<file path="config.mk">
export PLATFORM = sky130hd
export DESIGN_NAME = uart_rx_buffered
export DESIGN_NICKNAME = d
export VERILOG_FILES = /design/src/rtl/uart_pkg.sv /design/src/rtl/rx_fifo_fwft.sv /design/src/rtl/uart_rx_buffered.sv
export SDC_FILE = /design/constraint.sdc
export NUM_CORES = 1
export LEC_CHECK = 0
export BUFFER_PORTS_ARGS = -buffer_cell sky130_fd_sc_hd__buf_2
export CELL_PAD_IN_SITES_DETAIL_PLACEMENT = 1
export CELL_PAD_IN_SITES_GLOBAL_PLACEMENT = 2
export CORE_AREA = 2 2 139 141
export DETAILED_ROUTE_END_ITERATION = 10
export DIE_AREA = 0 0 141 143
export GPL_TIMING_DRIVEN = 1
export PLACE_DENSITY = 0.81
export SYNTH_ARGS = -nofsm -noshare
export SYNTH_HDL_FRONTEND = slang
export SYNTH_HIERARCHICAL = 1
export SYNTH_SLANG_ARGS = --single-unit
</file>
<file path="constraint.sdc">
create_clock -name clk -period 4.1 [get_ports clk]
set_input_delay 0.41 -clock clk [delete_from_list [all_inputs] [get_ports clk]]
set_output_delay 0.41 -clock clk [all_outputs]
set_load 0.005 [all_outputs]
</file>
<file path="src/rtl/uart_pkg.sv">
// Shared definitions for the buffered UART receiver: FSM encoding, oversampling constants, FIFO sizing.
// Pure declarations; no latency or flow-control behaviour of its own.
// No backpressure; consumers size their logic from these values.
package uart_pkg;

    localparam int OVERSAMPLE = 16;
    localparam int MID_SAMPLE = 8;

    typedef enum logic [2:0] {
        ST_IDLE,
        ST_START,
        ST_DATA,
        ST_PARITY,
        ST_STOP,
        ST_WAIT_IDLE
    } rx_state_t;

    function automatic int fifo_addr_w(input int depth);
        return (depth > 1) ? $clog2(depth) : 1;
    endfunction

endpackage

</file>
<file path="src/rtl/rx_fifo_fwft.sv">
// First-word-fall-through byte FIFO with registered occupancy flags.
// Latency: a pushed byte is at head_dat, with present set, the cycle after the push edge.
// Backpressure: push while full is dropped unless a pop in the same cycle frees a slot; pop while empty is ignored.
module rx_fifo_fwft
    import uart_pkg::*;
#(
    parameter int DEPTH = 16,
    localparam int AW = fifo_addr_w(DEPTH)
) (
    input  logic       clk,
    input  logic       reset,
    input  logic       push,
    input  logic [7:0] push_dat,
    input  logic       pop,
    output logic [7:0] head_dat,
    output logic       present,
    output logic       half_full,
    output logic       full
);

    logic [7:0]    mem [DEPTH];
    logic [AW-1:0] wr_ptr;
    logic [AW-1:0] rd_ptr;
    logic [AW:0]   count;
    logic [AW:0]   count_n;
    logic          do_push;
    logic          do_pop;

    assign do_pop  = pop && (count != '0);
    // A same-cycle pop makes room, so a full FIFO still accepts the write.
    assign do_push = push && ((count != (AW+1)'(DEPTH)) || do_pop);
    assign count_n = count + (AW+1)'(do_push) - (AW+1)'(do_pop);

    always_ff @(posedge clk) begin
        if (reset) begin
            wr_ptr    <= '0;
            rd_ptr    <= '0;
            count     <= '0;
            present   <= 1'b0;
            half_full <= 1'b0;
            full      <= 1'b0;
        end else begin
            if (do_push) wr_ptr <= wr_ptr + 1'b1;
            if (do_pop)  rd_ptr <= rd_ptr + 1'b1;
            count     <= count_n;
            present   <= (count_n != '0);
            half_full <= (count_n >= (AW+1)'(DEPTH / 2));
            full      <= (count_n == (AW+1)'(DEPTH));
        end
    end

    always_ff @(posedge clk) begin
        if (do_push) mem[wr_ptr] <= push_dat;
    end

    assign head_dat = present ? mem[rd_ptr] : 8'h00;

endmodule

</file>
<file path="src/rtl/uart_rx_buffered.sv">
// Buffered 8N1 RS-232 receiver (16x oversampled) feeding a FWFT FIFO; UART_RX_PARITY_EN adds an even-parity bit.
// Latency: byte readable the cycle after the stop-bit sample (~2 clk + 9.5 bit periods from the start edge).
// Backpressure: none on the line; a byte arriving while the FIFO is full is dropped and overrun_error pulses.
module uart_rx_buffered
    import uart_pkg::*;
#(
    parameter int CLKS_PER_TICK = 27,
    parameter int FIFO_DEPTH    = 16
) (
    input  logic       clk,
    input  logic       reset,
    input  logic       rs232_rx,
    input  logic       read_buffer,
    output logic [7:0] data_out,
    output logic       buffer_data_present,
    output logic       buffer_half_full,
    output logic       buffer_full,
    output logic       framing_error,
    output logic       overrun_error,
    output logic       parity_error
);

    localparam int TW = $clog2(CLKS_PER_TICK);
    localparam logic [3:0] LAST_TICK = 4'(OVERSAMPLE - 1);

    logic          rx_meta;
    logic          rx_sync;
    logic [TW-1:0] div_cnt;
    logic          tick;

    rx_state_t  state, state_n;
    logic [3:0] tick_cnt, tick_cnt_n;
    logic [2:0] bit_idx, bit_idx_n;
    logic [7:0] shift, shift_n;
    logic       push;
    logic       ferr_n;

    always_ff @(posedge clk) begin
        if (reset) begin
            rx_meta <= 1'b1;
            rx_sync <= 1'b1;
        end else begin
            rx_meta <= rs232_rx;
            rx_sync <= rx_meta;
        end
    end

    assign tick = (div_cnt == TW'(CLKS_PER_TICK - 1));

    always_ff @(posedge clk) begin
        if (reset || tick) div_cnt <= '0;
        else               div_cnt <= div_cnt + 1'b1;
    end

`ifdef UART_RX_PARITY_EN
    logic par_bad, par_bad_n;
    logic perr_n;
`endif

    always_comb begin
        state_n    = state;
        tick_cnt_n = tick_cnt;
        bit_idx_n  = bit_idx;
        shift_n    = shift;
        push       = 1'b0;
        ferr_n     = 1'b0;
`ifdef UART_RX_PARITY_EN
        par_bad_n  = par_bad;
        perr_n     = 1'b0;
`endif
        case (state)
            ST_IDLE: begin
                if (tick && !rx_sync) begin
                    state_n    = ST_START;
                    tick_cnt_n = '0;
                    bit_idx_n  = '0;
`ifdef UART_RX_PARITY_EN
                    par_bad_n  = 1'b0;
`endif
                end
            end
            ST_START: begin
                if (tick) begin
                    if (tick_cnt == 4'(MID_SAMPLE - 1)) begin
                        state_n    = rx_sync ? ST_IDLE : ST_DATA;
                        tick_cnt_n = '0;
                        bit_idx_n  = '0;
                    end else begin
                        tick_cnt_n = tick_cnt + 4'd1;
                    end
                end
            end
            ST_DATA: begin
                if (tick) begin
                    tick_cnt_n = tick_cnt + 4'd1;
                    if (tick_cnt == LAST_TICK) begin
                        shift_n   = {rx_sync, shift[7:1]};
                        bit_idx_n = bit_idx + 3'd1;
                        if (bit_idx == 3'd7) begin
`ifdef UART_RX_PARITY_EN
                            state_n = ST_PARITY;
`else
                            state_n = ST_STOP;
`endif
                            tick_cnt_n = '0;
                            bit_idx_n  = '0;
                        end
                    end
                end
            end
`ifdef UART_RX_PARITY_EN
            ST_PARITY: begin
                if (tick) begin
                    tick_cnt_n = tick_cnt + 4'd1;
                    if (tick_cnt == LAST_TICK) begin
                        par_bad_n  = ((^shift) != rx_sync);
                        state_n    = ST_STOP;
                        tick_cnt_n = '0;
                    end
                end
            end
`endif
            ST_STOP: begin
                if (tick) begin
                    tick_cnt_n = tick_cnt + 4'd1;
                    if (tick_cnt == LAST_TICK) begin
                        tick_cnt_n = '0;
                        if (!rx_sync) begin
                            // Line still low: treat as break and wait for idle before re-arming.
                            ferr_n  = 1'b1;
                            state_n = ST_WAIT_IDLE;
`ifdef UART_RX_PARITY_EN
                            perr_n  = par_bad;
`endif
                        end else begin
                            state_n = ST_IDLE;
`ifdef UART_RX_PARITY_EN
                            if (par_bad) perr_n = 1'b1;
                            else         push   = 1'b1;
`else
                            push = 1'b1;
`endif
                        end
                    end
                end
            end
            ST_WAIT_IDLE: begin
                if (tick && rx_sync) begin
                    state_n    = ST_IDLE;
                    tick_cnt_n = '0;
                    bit_idx_n  = '0;
                end
            end
            default: state_n = ST_IDLE;
        endcase
    end

    always_ff @(posedge clk) begin
        if (reset) begin
            state         <= ST_IDLE;
            tick_cnt      <= '0;
            bit_idx       <= '0;
            shift         <= '0;
            framing_error <= 1'b0;
            overrun_error <= 1'b0;
        end else begin
            state         <= state_n;
            tick_cnt      <= tick_cnt_n;
            bit_idx       <= bit_idx_n;
            shift         <= shift_n;
            framing_error <= ferr_n;
            overrun_error <= push && buffer_full && !read_buffer;
        end
    end

`ifdef UART_RX_PARITY_EN
    always_ff @(posedge clk) begin
        if (reset) begin
            par_bad      <= 1'b0;
            parity_error <= 1'b0;
        end else begin
            par_bad      <= par_bad_n;
            parity_error <= perr_n;
        end
    end
`else
    assign parity_error = 1'b0;
`endif

    rx_fifo_fwft #(.DEPTH(FIFO_DEPTH)) u_fifo (
        .clk       (clk),
        .reset     (reset),
        .push      (push),
        .push_dat  (shift),
        .pop       (read_buffer),
        .head_dat  (data_out),
        .present   (buffer_data_present),
        .half_full (buffer_half_full),
        .full      (buffer_full)
    );

endmodule

</file>
# Yosys cells after proc, flatten, opt, wreduce, memory -nomap -nowiden
# Memory sizes are Yosys's and may differ from the RTL's. A register that Yosys moved wholly into a read port is not among the register bits.
# Index checks and enable logic that the tools add are counted.
# word_totals
in_bits,4
n_memories,1
out_inout_bits,14
reg_bits,43
ram_bits,128
# op_classes
n_bitwise,3
reduce_logical,20
n_mux,39
order_cmp,1
n_eq_ne,19
add_sub_neg,7
# memory_table
name,words,word_bits,rd,rd_ports_with_merged_regs,wr,line_no,source
u_fifo.mem,16,8,1,1,1,rx_fifo_fwft.sv:21,logic [7:0] mem [DEPTH];
# ops
cell,count
2-to-1 mux 3 bit,16
2-to-1 mux 4 bit,11
one-hot mux 4 bit (5 select lines),1
"inequality test 2 bit, second input constant",9
one-hot mux 3 bit (5 select lines),1
nonzero test 5 bit,3
"adder 4 x 1 -> 4 bit, second input constant",3
one-hot mux 3 bit (4 select lines),1
"equality test 5 bit, second input constant",2
"equality test 3 bit, second input constant",3
AND reduction 9 bit,1
2-to-1 mux 8 bit,1
2-to-1 mux 1 bit,7
AND reduction 7 bit,1
logical AND 1 bit,6
AND reduction 6 bit,1
adder 5 x 1 -> 5 bit,1
"adder 5 x 1 -> 5 bit, second input constant",1
">= comparator 5 x 4 -> 1 bit, second input constant",1
"inequality test 5 bit, second input constant",1
subtractor 5 x 1 -> 5 bit,1
"equality test 4 x 3 -> 1 bit, second input constant",1
"equality test 4 bit, second input constant",1
nonzero test 4 bit,1
10 further kinds,14

# Logic depth before layout (Yosys ltp)
# Gate-level depths: netlist (run 1).
# depth
ltp_word,8
depth_mapped,15

# Hierarchy
# The synthesis (run 1) kept the hierarchy.
# by_module_without_submodules
mod,area_per_inst_um2,cells_per_inst,instances
rx_fifo_fwft,5955.7,364,1
uart_rx_buffered,1375.1,152,1

# Worst setup path after synthesis (run 1)
# Ideal clock, no wire load.
# synth_path
kind,register to register
from,register div_cnt[0]
to,register u_fifo.present
arrival_time_ns,2.976
t_required_ns,3.957
path_stages_with_launch,15
setup_ns,0.143
slack_ns,0.981
synth_period_minus_slack_ns,3.119
path_buffers,0
path_cell_list,dfxtp_1 inv_1 ha_1 nand4b_4 nor2_1 nand2_1 nor3b_1 or2_2 nand2_1 ha_1 fa_1 a21oi_1 o21bai_1 xnor2_1 a41oi_1
# synth_between
elab_chain_len,7
# synth_rtl
element,line_no,source
"start, declared",uart_rx_buffered.sv:28,logic [TW-1:0] div_cnt;
"start signal, assigned",uart_rx_buffered.sv:52,else div_cnt <= div_cnt + 1'b1;
equality test 5 bit,uart_rx_buffered.sv:48,assign tick = (div_cnt == TW'(CLKS_PER_TICK - 1));
2-to-1 mux 1 bit,uart_rx_buffered.sv:124,if (tick) begin
2-to-1 mux 1 bit,uart_rx_buffered.sv:71,case (state)
via push,uart_rx_buffered.sv:35,logic push;
logical AND 1 bit,rx_fifo_fwft.sv:31,assign do_push = push && ((count != (AW+1)'(DEPTH)) || do_pop);
adder 5 x 1 -> 5 bit,rx_fifo_fwft.sv:32,assign count_n = count + (AW+1)'(do_push) - (AW+1)'(do_pop);
subtractor 5 x 1 -> 5 bit,rx_fifo_fwft.sv:32,
nonzero test 5 bit,rx_fifo_fwft.sv:46,present <= (count_n != '0);
"end signal, assigned",rx_fifo_fwft.sv:46,
"end, declared",rx_fifo_fwft.sv:16,"output logic present,"
# The timed path passes the listed nets, and every way through them passes these cells.
# A chain may end at the register's enable or synchronous reset.

==> impl_metrics.ini, run 1 <==
[run_status]
outcome = complete, no violations

[die]
std_cell_rows = 50
io_pins = 18
die_w_um = 141
start_util_pct = 39.5
core_area_um2 = 18600
dieArea_um2 = 20200
die_y_um = 143

[drt]
viasPerCell = 5.35
vias = 4182
wl_per_cell_um = 20.1
dr.pass1.iters = 4
wl_um = 15700
drt_iter0_markers = 234
drc = 0
detail-route-antenna-nets = 0

[worst_setup_path]
r2r-start = tick_cnt[0]
worstPathRequired_ns = 3.69
r2r_setup_slack_ns = 0.96
arrival_ns = 2.81
reg2reg_to = u_fifo/present
critPathCaptureType = output port
timing.critical_path.fanout_max = 12
r2r_cells = 14
critPathKind = reg -> out
start_kind = register

[cells_and_area]
diodes = 0
layout_common_cells = edfxtp_1 (128), mux2i_1 (66), nor2_1 (50)
final_common_cell = edfxtp_1
multi_input_area_um2 = 2370
area_delta_synth_final_pct = 12.2
utilization_pct = 44.3
finalInstanceArea_um2 = 8230
nFillCells = 1851
fin_nets = 554
drive_gt1_share_pct = 13.5
register_area_um2 = 4790

[timing]
setup_violations = 0
relSlewSlack_pct = 23.2
finalMaxSlewViolations = 0
final_hold_viol_count = 0
period_share_pct = 78.5
fin_skew_ns = 0.00710
rsz0062_at_grt = no
tightest_slew_ns = 1.15
max_freq_mhz = 311
finalCriticalPeriod_ns = 3.22
setup_tns_ns = 0

[clocking]
cts_setup_buffers = 0
cts-resized-gates = 0
cts.clk_slew.worst_paths_ns = 0.07
cts-root-buf = clkbuf_16
cts-htree-levels = 4
cts.sinks = 175
clkLatencyLatePin_ns = 0.42
cts_inserted_buffers = 17
tritoncts = done
cts_hold_buf = 0
ctsLongestPathBuffers = 2

[synthesis]
ys.flop_type = edfxtp_1
syn_area_um2 = 7330
yosys.area.top_type = edfxtp_1
synth_top_family_by_area = multiplexers
synthAdderAreaFrac_pct = 2.83
synth.ff_latch_count = 175
ys_seq_area_share_pct = 65.3
synthXorXnorAreaFrac_pct = 1.67
synth_cell_types = 56
async_reset_ff_share_pct = 0
synth-edff-count = 128
synthTopCellsByArea = edfxtp_1 (52%), dfxtp_1 (13%), mux2i_1 (9.0%)
yosys.area_share.simple_pct = 9.66
synth_warnings = 6
synth_nets = 536
avgSynthCellArea_um2 = 14.2
synth_top_area_share_pct = 52.4
netlist_instances = 516
synth_compound_area_share_pct = 6.55
muxShareOfSynthArea_pct = 11.6

[grt]
grt_pass1_vias = 4440
grt_pass1_wl_um = 24800
antenna_found_initial = 0
grt_max_degree = 45
track_usage_pct = 16.4
overflow = 0

[pwr]
cellPowerDensity_nw_per_um2 = 543
leakagePower_nw = 2.84
peakVddDrop_mv = 0.409

[placement]
dp_hpwl_um = 10200
dpl_cell_area_um2 = 7630
globalplace.congestion = 0.756
numPortBuffers = 16

[flow_run]
drv_cap = 0

[worst_hold_path]
min-delay-start = rs232_rx
hp-class = in -> reg
whs_endpoint = rx_meta
hold_depth = 2
[Yosys cell counts, types with 2 or more instances]
| library cell | count |
|---|---|
| a21o_1 | 2 |
| a21oi_1 | 9 |
| a22oi_1 | 25 |
| and3_1 | 4 |
| buf_2 | 8 |
| buf_4 | 6 |
| clkbuf_1 | 9 |
| dfxtp_1 | 47 |
| edfxtp_1 | 128 |
| ha_1 | 15 |
| inv_1 | 10 |
| mux2i_1 | 66 |
| mux4_2 | 8 |
| nand2_1 | 20 |
| nand2b_1 | 10 |
| nand3_1 | 23 |
| nor2_1 | 50 |
| nor2b_1 | 7 |
| nor3_1 | 5 |
| nor4_1 | 2 |
| nor4b_1 | 2 |
| o211ai_1 | 4 |
| o211ai_4 | 2 |
| o21ai_0 | 8 |
| or2_2 | 3 |
| xnor2_1 | 6 |
| xor2_1 | 8 |
[worst max-delay path, cell delays in order, from the launching register on]
cell and delay (ns):
dfxtp_1 0.64, nor2b_1 0.97, a22oi_1 0.25, nand3_1 0.17
o21ai_0 0.18, buf_2 0.18
[layer usage]
layer,GRT usage [%],wire [µm]
met5,0,0
met4,5.21,189
met3,3.49,482
met2,28.2,7930
met1,20.8,7110
[registers in the layout, indices dropped and copies added (netlist names), named ones only]
signal	count
u_fifo/count	5
u_fifo/rd_ptr	4
tick_cnt	4
u_fifo/wr_ptr	4
shift	8
u_fifo/mem	128
u_fifo/present	1
overrun_error	1
framing_error	1
u_fifo/half_full	1
u_fifo/full	1
state	3
div_cnt	5
bit_idx	3
rx_meta	1
rx_sync	1
[how the worst max path moves through the flow]
stage | start | endpoint | slack (ns)
6_report | register | data_out[4] | 0.88
5_1_grt | tick_cnt[0] | u_fifo/present | 0.66
4_1_cts | register | data_out[4] | 0.82
3_5_place_dp | div_cnt[0] | u_fifo/present | 0.92
3_3_place_gp | div_cnt[0] | u_fifo/present | 1.08
2_1_floorplan | div_cnt[0] | u_fifo/present | 0.98
[where the power goes]
part,leakage (nW),switching [mW],internal (mW)
combinational,0.988,0.391,0.372
clock,0.286,0.668,0.962
sequential,1.57,0.145,1.93
total,2.84,1.20,3.27
[logic make-up after synthesis]
logic type      count (synthesis)
flops                         175
simple gates                  138
mux                            75
compound gates                 62
buf+inv                        35
fa+ha+maj                      16
xor+xnor                       14
other cells                     1
[through the flow]
stage,cells,hold slack [ns],setup WS [ns],total power [mW]
floorplan,516,0.389,0.981,2.69
global placement,749,0.392,1.08,2.85
detailed placement,749,0.399,0.925,2.88
CTS,781,0.141,0.820,4.52
global route,781,0.161,0.656,4.66
finish,781,0.167,0.881,4.47
[layout make-up]
class / count / share of cell area (%)
sequential: 175 / 58.2
multi-input combinational: 306 / 28.9
clock buffer: 19 / 5.26
tap: 234 / 3.56
clock inverter: 13 / 1.98
timing repair buffer: 23 / 1.61
inverter: 11 / 0.502
Power figures use the tool's default switching activity.
==> run 2, diff against run 1 <==
Clock period 4.1 ns to 3.2 ns, I/O delays scaled along.
==> impl_metrics.ini, run 2 (synthesis gave the netlist of run 1 again) <==
[run_status]
outcome = complete, no violations

[die]
start_util_pct = 39.5
core_area_um2 = 18600
die_y_um = 143
dieArea_um2 = 20200
std_cell_rows = 50
die_w_um = 141
io_pins = 18

[worst_setup_path]
timing.critical_path.fanout_max = 6
arrival_ns = 3.27
start_kind = register
r2r-start = div_cnt[0]
critPathCaptureType = register
critPathKind = reg -> reg
worstPathRequired_ns = 3.46
slowest_delay_ns = 0.41
crit_slowest_cell = fa_1
crit_chain = inv_1 > ha_1 > nand4b_4 > nor2_2 > nand2_1 > nor3b_2 > or2_2 > nand2_1 > ha_1 > fa_1 > a21oi_1 > o21bai_1 > xnor2_2 > a41oi_1
timing.critical_path.from = div_cnt[0]

[timing]
finalCriticalPeriod_ns = 3.01
period_share_pct = 94.0
finalMaxSlewViolations = 0
final_hold_viol_count = 0
relSlewSlack_pct = 48.2
rsz0062_at_grt = yes
setup_violations = 0
tightest_slew_ns = 0.777
fin_ws_ns = 0.193
fin_skew_ns = 0.00906
max_freq_mhz = 333

[cells_and_area]
nFillCells = 1873
utilization_pct = 44.8
final_common_cell = edfxtp_1
area_delta_synth_final_pct = 13.5
drive_gt1_share_pct = 17.4
layout_common_cells = edfxtp_1 (128), mux2i_1 (66), nor2_1 (49)
final_cells = 798
largest_reg_flops = 128
diodes = 0
top_register = u_fifo/mem
reg.largest.list = u_fifo/mem (128), shift (8)
fin_nets = 572

[clocking]
clkLatencyLatePin_ns = 0.42
cts_setup_buffers = 0
cts-root-buf = clkbuf_16
tritoncts = done
ctsLongestPathBuffers = 2
cts.sinks = 175
cts-htree-levels = 4
cts_inserted_buffers = 17
cts.clk_slew.worst_paths_ns = 0.07

[pwr]
cellPowerDensity_nw_per_um2 = 667
p_sw_share_pct = 28.4
pwr-share-seq_pct = 46.6
p_sw_mw = 1.58
p_int_mw = 3.97
leakagePower_nw = 2.91
combPwrFrac_pct = 19.6
power.share.clock_pct = 33.8
peakVddDrop_mv = 0.482

[drt]
drc = 0
detail-route-antenna-nets = 0
vias = 4322
wl_per_cell_um = 20.1
wl_um = 16000
dr.pass1.iters = 5
viasPerCell = 5.42
drt_iter0_markers = 288

[flow_run]
drv_cap = 0

[worst_hold_path]
min-delay-start = rs232_rx
hp-class = in -> reg

[grt]
grt_pass1_vias = 4528
grt_max_degree = 45
overflow = 0
track_usage_pct = 16.7
antenna_found_initial = 0
grt_pass1_wl_um = 25300

[placement]
placed_cells_incl_taps = 767
globalplace.congestion = 0.775
dp_hpwl_um = 10800
pre_cts_ws_ns = 0.00535
numPortBuffers = 16
run 2: power by group through the flow:
| stage | Sequential [mW] | Combinational, mW | Clock (mW) |
|---|---|---|---|
| finish | 2.59 | 1.09 | 1.88 |
| detailed placement | 2.64 | 1.07 | 0 |
| floorplan | 2.56 | 0.883 | 0 |
| global route | 2.61 | 1.18 | 2.00 |
| CTS | 2.59 | 1.07 | 1.91 |
| global placement | 2.64 | 1.02 | 0 |
run 2: final timing paths:
kind | end | slack (ns) | depth (start not counted)
worst max-delay path | u_fifo/present | 0.19 | 14
worst min-delay path | rx_meta | 0.08 | 2
worst max register to register | u_fifo/present | 0.19 | 14
worst min register to register | rx_sync | 0.41 | 1
run 2: final cells by class:
class | count | area, µm² | share of cell area [%]
Multi-Input combinational cell | 306 | 2390 | 28.8
Sequential cell | 175 | 4790 | 57.6
Clock buffer | 17 | 425 | 5.11
Timing Repair Buffer | 41 | 268 | 3.22
Clock inverter | 14 | 111 | 1.34
Tap cell | 234 | 293 | 3.52
Inverter | 11 | 41.3 | 0.496
run 2: critical path, delay by kind of cell (launching register included):
kind	cells	cell delay, ns
buffers and inverters	1	0.07
xor gates and xnor gates	1	0.22
AOI/OAI and AO/OA	3	0.47
adders and majority gates	3	0.83
DFF	1	0.34
and+or+nand+nor	6	0.91
run 2: through the flow:
| step | setup TNS, ns | hold slack [ns] | instance area [µm²] | power (mW) |
|---|---|---|---|---|
| global placement | 0 | 0.392 | 7760 | 3.65 |
| floorplan | 0 | 0.389 | 7330 | 3.44 |
| global route | -0.0572 | 0.0759 | 8320 | 5.79 |
| finish | 0 | 0.0784 | 8320 | 5.55 |
| detailed placement | 0 | 0.399 | 7760 | 3.71 |
| CTS | 0 | 0.0684 | 8300 | 5.58 |
run 2: repair_timing:
item	in CTS	in global routing
gates resized for setup	0	4
endpoints found under the hold margin	0	0
pin swaps	1	0
endpoints found under the setup margin	1	5
hold buffers	0	0
run 2: metal layers:
layer  global-route usage, %  wire [µm]  vias to the layer above
met5                       0          0                        -
met4                    7.16        397                        0
met3                    3.02        652                       28
met2                    28.8       8030                       93
met1                    20.7       6930                     2195
li1                        -          -                     2006
